### src/rtl/combat_resolver.sv
`default_nettype none
// ============================================================================
//  Module   : combat_resolver
//  Purpose  : Hitbox/hurtbox overlap, damage, blocking, guard regen, hitstun
//             and round-end resolution for a two-player fighter.
//  Revision : 1.0
// ============================================================================
module combat_resolver #(
    parameter int CHAR_WIDTH      = 128,
    parameter int HURT_X1         = 44,
    parameter int HURT_X2         = 84,
    parameter int HIT_X1          = 5,
    parameter int HIT_X2          = 43,
    parameter int MAX_HEALTH      = 3,
    parameter int DMG1            = 1,
    parameter int DMG2            = 2,
    parameter int GUARD_MAX       = 3,
    parameter int HITSTUN_CYC     = 20,
    parameter int GUARD_REGEN_CYC = 120
) (
    input  logic       clk_game,
    input  logic       reset,
    input  logic [3:0] state_p1,
    input  logic [3:0] state_p2,
    input  logic [9:0] char1_x,
    input  logic [9:0] char2_x,
    input  logic       new_round,
    output logic [3:0] health_p1,
    output logic [3:0] health_p2,
    output logic [1:0] guard_p1,
    output logic [1:0] guard_p2,
    output logic       hitstun_p1,
    output logic       hitstun_p2,
    output logic       hit_pulse_p1,
    output logic       hit_pulse_p2,
    output logic       block_pulse_p1,
    output logic       block_pulse_p2,
    output logic       round_over,
    output logic [1:0] winner
);

    localparam int c_stun_w  = $clog2(HITSTUN_CYC + 1);
    localparam int c_regen_w = $clog2(GUARD_REGEN_CYC + 1);

    localparam logic [10:0] c_char_w  = 11'(CHAR_WIDTH);
    localparam logic [10:0] c_hurt_x1 = 11'(HURT_X1);
    localparam logic [10:0] c_hurt_x2 = 11'(HURT_X2);
    localparam logic [10:0] c_hit_x1  = 11'(HIT_X1);
    localparam logic [10:0] c_hit_x2  = 11'(HIT_X2);

    localparam logic [3:0] c_max_health = 4'(MAX_HEALTH);
    localparam logic [3:0] c_dmg1       = 4'(DMG1);
    localparam logic [3:0] c_dmg2       = 4'(DMG2);
    localparam logic [1:0] c_guard_max  = 2'(GUARD_MAX);

    localparam logic [c_stun_w-1:0]  c_stun_load  = c_stun_w'(HITSTUN_CYC);
    localparam logic [c_regen_w-1:0] c_regen_last = c_regen_w'(GUARD_REGEN_CYC - 1);

    localparam logic [3:0] c_st_atk1_active = 4'd4;
    localparam logic [3:0] c_st_atk2_active = 4'd7;

    logic [3:0]  w_state     [2];
    logic [10:0] w_hit_lo    [2];
    logic [10:0] w_hit_hi    [2];
    logic [10:0] w_hurt_lo   [2];
    logic [10:0] w_hurt_hi   [2];
    logic        w_connect   [2];
    logic [3:0]  w_dmg       [2];
    logic [3:0]  w_health_nx [2];
    logic [3:0]  w_health    [2];
    logic [1:0]  w_guard     [2];
    logic        w_stun      [2];
    logic        w_hit_pulse [2];
    logic        w_blk_pulse [2];

    logic [10:0] w_x1;
    logic [10:0] w_x2;
    logic        r_round_over;
    logic [1:0]  r_winner;

    assign w_state[0] = state_p1;
    assign w_state[1] = state_p2;
    assign w_x1       = {1'b0, char1_x};
    assign w_x2       = {1'b0, char2_x};

    // P1 faces +x, P2 faces -x: boxes are mirrored about the sprite.
    assign w_hit_lo[0]  = w_x1 + c_char_w - c_hit_x2;
    assign w_hit_hi[0]  = w_x1 + c_char_w - c_hit_x1;
    assign w_hurt_lo[0] = w_x1 + c_hurt_x1;
    assign w_hurt_hi[0] = w_x1 + c_hurt_x2;
    assign w_hit_lo[1]  = w_x2 + c_hit_x1;
    assign w_hit_hi[1]  = w_x2 + c_hit_x2;
    assign w_hurt_lo[1] = w_x2 + c_char_w - c_hurt_x2;
    assign w_hurt_hi[1] = w_x2 + c_char_w - c_hurt_x1;

    for (genvar p = 0; p < 2; p++) begin : g_player
        localparam int         c_opp  = 1 - p;
        localparam logic [3:0] c_away = (p == 0) ? 4'd1 : 4'd2;

        logic [3:0]           r_health;
        logic [1:0]           r_guard;
        logic [c_stun_w-1:0]  r_stun;
        logic [c_regen_w-1:0] r_regen;
        logic                 r_hit_done;
        logic                 r_hit_pulse;
        logic                 r_block_pulse;

        logic w_live;
        logic w_block;
        logic w_hit;

        assign w_live = (w_state[p] == c_st_atk1_active) ||
                        (w_state[p] == c_st_atk2_active);
        assign w_dmg[p] = (w_state[p] == c_st_atk2_active) ? c_dmg2 : c_dmg1;

        // This player as attacker against the opponent's hurtbox.
        assign w_connect[p] = w_live && !r_hit_done && !r_round_over &&
                              (w_hit_lo[p] < w_hurt_hi[c_opp]) &&
                              (w_hurt_lo[c_opp] < w_hit_hi[p]);

        // This player as defender.
        assign w_block = w_connect[c_opp] && (w_state[p] == c_away) &&
                         (r_stun == '0) && (r_guard != 2'd0);
        assign w_hit   = w_connect[c_opp] && !w_block;

        assign w_health_nx[p] = !w_hit                    ? r_health :
                                (r_health > w_dmg[c_opp]) ? (r_health - w_dmg[c_opp]) :
                                                            4'd0;

        always_ff @(posedge clk_game or negedge reset) begin
            if (!reset) begin
                r_health      <= c_max_health;
                r_guard       <= c_guard_max;
                r_stun        <= '0;
                r_regen       <= '0;
                r_hit_done    <= 1'b0;
                r_hit_pulse   <= 1'b0;
                r_block_pulse <= 1'b0;
            end else if (new_round) begin
                r_health      <= c_max_health;
                r_guard       <= c_guard_max;
                r_stun        <= '0;
                r_regen       <= '0;
                // A carried-over active frame must not land in the new round.
                r_hit_done    <= w_live;
                r_hit_pulse   <= 1'b0;
                r_block_pulse <= 1'b0;
            end else begin
                r_hit_pulse   <= w_hit;
                r_block_pulse <= w_block;

                if (w_hit) begin
                    r_stun <= c_stun_load;
                end else if (r_stun != '0) begin
                    r_stun <= r_stun - 1'b1;
                end

                if (!r_round_over) begin
                    r_health <= w_health_nx[p];

                    if (!w_live) begin
                        r_hit_done <= 1'b0;
                    end else if (w_connect[p]) begin
                        r_hit_done <= 1'b1;
                    end

                    if (w_block) begin
                        r_guard <= r_guard - 1'b1;
                        r_regen <= '0;
                    end else if (r_guard == c_guard_max) begin
                        r_regen <= '0;
                    end else if (r_regen == c_regen_last) begin
                        r_guard <= r_guard + 1'b1;
                        r_regen <= '0;
                    end else begin
                        r_regen <= r_regen + 1'b1;
                    end
                end
            end
        end

        assign w_health[p]    = r_health;
        assign w_guard[p]     = r_guard;
        assign w_stun[p]      = (r_stun != '0);
        assign w_hit_pulse[p] = r_hit_pulse;
        assign w_blk_pulse[p] = r_block_pulse;
    end

    // winner bit 1 flags P1 knocked out, bit 0 flags P2 knocked out.
    always_ff @(posedge clk_game or negedge reset) begin
        if (!reset) begin
            r_round_over <= 1'b0;
            r_winner     <= 2'b00;
        end else if (new_round) begin
            r_round_over <= 1'b0;
            r_winner     <= 2'b00;
        end else if (!r_round_over &&
                     ((w_health_nx[0] == 4'd0) || (w_health_nx[1] == 4'd0))) begin
            r_round_over <= 1'b1;
            r_winner     <= {w_health_nx[0] == 4'd0, w_health_nx[1] == 4'd0};
        end
    end

    assign health_p1      = w_health[0];
    assign health_p2      = w_health[1];
    assign guard_p1       = w_guard[0];
    assign guard_p2       = w_guard[1];
    assign hitstun_p1     = w_stun[0];
    assign hitstun_p2     = w_stun[1];
    assign hit_pulse_p1   = w_hit_pulse[0];
    assign hit_pulse_p2   = w_hit_pulse[1];
    assign block_pulse_p1 = w_blk_pulse[0];
    assign block_pulse_p2 = w_blk_pulse[1];
    assign round_over     = r_round_over;
    assign winner         = r_winner;

endmodule
`default_nettype wire
### config.mk
export PLATFORM = sky130hd
export DESIGN_NAME = combat_resolver
export DESIGN_NICKNAME = d
export VERILOG_FILES = /design/src/rtl/combat_resolver.sv
export SDC_FILE = /design/constraint.sdc
export NUM_CORES = 1
export LEC_CHECK = 0
export ABC_AREA = 1
export CAP_MARGIN = 20
export CORE_MARGIN = 8
export CORE_UTILIZATION = 50
export DETAILED_ROUTE_END_ITERATION = 8
export PLACE_DENSITY_LB_ADDON = 0.05
export SLEW_MARGIN = 20
export SYNTH_ARGS = -nofsm -noshare
export SYNTH_HDL_FRONTEND = slang
export SYNTH_SLANG_ARGS = --single-unit
### constraint.sdc
create_clock -name clk_game -period 4.6 [get_ports clk_game]
set_input_delay 1.38 -clock clk_game [delete_from_list [all_inputs] [get_ports clk_game]]
set_output_delay 1.38 -clock clk_game [all_outputs]
set_load 0.05 [all_outputs]
==> summary.md <==
| Metric | Value |
|---|---|
| Status | `finished, final reports clean` |
| Register area share after synthesis | `23.8%` |
| Hold slack | `0.509 ns` |
| Yosys cell types | `45` |
| Row cnt | `35` |
| Cts bufs inserted | `5` |
| WL/cell | `13.8 um` |
| Slowest cell on crit path | `clkdlybuf4s50_1` |
| Max Slew Vio Count | `0` |
| Die Ht | `114 um` |
| Syn nets | `747` |
| Starting Density | `51.7%` |
| GRT Total Usage | `19.6%` |
| Final Hold Fails | `0` |
| Total power | `1510 uW` |
| Setup crit end kind | `flop` |
| Fillers | `780` |
| Number of global-route vias before repair | `4389` |
| Largest net degree at the start of global routing | `46` |
| Avg Inst Size Synth | `7.32 um2` |
| Routed Antenna Nets | `0` |
| Worst setup SP type | `input port` |
| Seq. cell area | `1140 um2` |
| Top cells by area, synth | `dfrtp_1, ha_1, xor2_1` |
| Synth Warn # | `0` |
| CP required | `4.80 ns` |
| Placed wire-length estimate | `10500 um` |
| Layout cell share with drive strength beyond 1 | `22.8%` |
| #FFs+latches synth | `45` |
| Worst Skew | `0.00480 ns` |
| Worst VDD drop | `0.169 mV` |
| Worst-Skew Late Latency | `0.29 ns` |
| DR DRC count | `0` |
| Placed cells | `905` |
| Antenna violations before repair | `0` |
| Peak fanout along the critical path | `6` |
| Layout Utilization | `69.1%` |
| Top-count cell post-synth | `nand2_1` |
| NumNets Final | `888` |
| Initial drt markers | `247` |
| CTS Hold Bufs | `0` |
| Asr flop ratio synth | `100%` |
| Synth Instances | `652` |
| Total gr overflow | `0` |
| DRT Wirelength | `12700 um` |
| Multi-input gate area | `3440 um2` |
| Total number of vias | `4647` |
| Synth cell count leaders | `nand2_1, inv_1, ha_1, nor2_1, xor2_1` |
| TritonCTS clock tree | `done` |
| CTS root buf | `clkbuf_8` |
| Average vias per placed instance | `5.03` |
| DR pass1 iterations | `4` |
| Dpl cell area | `6030 um2` |
| Least-Margin Pin Slew | `0.718 ns` |
| HP Class | `flop to flop` |
| Worst Path Arrival | `4.52 ns` |
| Core area | `9240 um2` |
| Final setup fails | `0` |
| Top_reg_cell synth | `dfrtp_1` |
| Setup Crit Path Kind | `input port to flop` |
| Area share of the largest cell type after synthesis | `19.4%` |
| Slowest stage delay, CP | `0.47 ns` |
| IO Pins | `52` |
| Number of flops mapped to enable cells by yosys | `0` |
| Area grow syn2layout | `33.7%` |
| CP Cell Sequence | `clkdlybuf4s50_1 -> buf_4 -> ha_1 -> nand2_1 -> nand2_1 -> nand3_1 -> xor2_1 -> ha_1 -> a21o_1 -> o21ai_0 -> nand3_1 -> nor2_4 -> o21ai_4 -> buf_4 -> buf_4 -> nand3_1 -> inv_2 -> a311oi_1` |
| GPL Wtd Cong | `0.865` |
| Diode count | `0` |
| Layout Cells excl Fill | `923` |
| Fmax | `231 MHz` |
| Die Span X | `114 um` |
| Synth Cell Area | `4770 um2` |
| Die Area | `12900 um2` |
| Clock transition at the registers of the reported paths | `0.08 ns` |
| # H-tree levels | `2` |
| Worst slew margin | `51.9%` |
| Post-route minimum period | `4.32 ns` |
| Clk sink count | `45` |
| Largest area contributor in the netlist | `dfrtp_1` |
| Final worst-path cycle share | `94.0%` |
| First-pass GRT wire length | `20800 um` |
| Final Cell Area | `6380 um2` |
| CTS max path bufs | `2` |
| Port Buf Inserts | `51` |
| Pleak | `0.00317 uW` |
| Max-cap violations | `0` |
| Power per standard cell area | `236 nW/um2` |
## per-stage QoR
| stage | setup TNS (ns) | setup WS [ns] |
|---|---|---|
| after global routing | -0.0155 | -0.0155 |
| after floorplan | 0 | 0.519 |
| final | 0 | 0.277 |
| after global placement | -2.10 | -0.168 |
| after CTS | 0 | 0.0102 |
| after detailed placement | -5.65 | -0.302 |
## where the power goes
group,internal (uW),switching [uW]
registers,444,38.8
clock network,108,132
logic,326,456
## what timing repair did
item                                   CTS  global route
endpoints found under the hold margin    0             0
gates resized for setup                  0            57
setup buffers                            0            10
setup endpoints to repair                0            30
## flip-flops by register name, summed over array words and instances, names as in the netlist
register / cells
block_pulse_p1: 1
block_pulse_p2: 1
g_player.r_hit_done: 2
g_player.r_regen: 14
g_player.r_stun: 10
guard_p1: 2
guard_p2: 2
health_p1: 4
health_p2: 4
hit_pulse_p1: 1
hit_pulse_p2: 1
round_over: 1
winner: 2
## layout by cell type, fill, tap and decap left out, types with 13 or more instances in the layout
master             n
o21ai_0           15
nor2_2            13
nor2_1            57
nand2_2           14
clkdlybuf4s50_1   43
xor2_1            60
nand2_1          126
ha_1              57
a21oi_1           27
dfrtp_1           37
inv_1             71
buf_4             96
nand3_1           37
## final timing paths
check	depth (start not counted)	end	start	slack, ns
max	18	g_player[0].r_stun[2]	char2_x[0]	0.28
min	2	winner[0]	winner[0]	0.51
max reg2reg	14	winner[1]	health_p1[0]	2.20
min reg2reg	2	winner[0]	winner[0]	0.51
max in group asynchronous	1	guard_p1[1]	reset	3.14
min in group asynchronous	1	g_player[1].r_hit_done	reset	1.07
## area by class of cell
| class | count | share of cell area [%] |
|---|---|---|
| Clock buffer | 7 | 1.20 |
| Clock inverter | 1 | 0.118 |
| Inverter | 83 | 4.88 |
| Multi-Input combinational cell | 511 | 53.9 |
| Sequential cell | 45 | 17.8 |
| Tap cell | 129 | 2.53 |
| Timing Repair Buffer | 147 | 19.6 |
## critical path, delay by kind of cell
kind / cells / cell delay, ns
and+or+nand+nor: 6 / 0.84
buffers and inverters: 5 / 0.94
xor gates and xnor gates: 1 / 0.15
AOI/OAI and AO/OA: 4 / 0.70
adders and majority gates: 2 / 0.51
## cell families (layout without fill, tap and decap cells)
| logic type | Yosys count | after routing | synth area share [%] |
|---|---|---|---|
| fa+ha+maj | 64 | 64 | 17.1 |
| mux | 2 | 2 | 0.419 |
| simple gates | 280 | 280 | 26.0 |
| xor+xnor | 72 | 72 | 13.2 |
| buf+inv | 96 | 238 | 7.76 |
| flops | 45 | 45 | 23.8 |
| compound gates | 93 | 93 | 11.7 |
## layer usage
layer / part of all wire [%] / GRT usage, % / wire, um / vias up
li1: - / - / - / 2419
met1: 49 / 27.6 / 6210 / 2113
met2: 45 / 31.3 / 5770 / 104
met3: 5.2 / 3.33 / 663 / 11
met4: 0.54 / 2.84 / 69 / 0
met5: 0 / 0 / 0 / -
No activity file was read; power rests on OpenSTA's default activity.
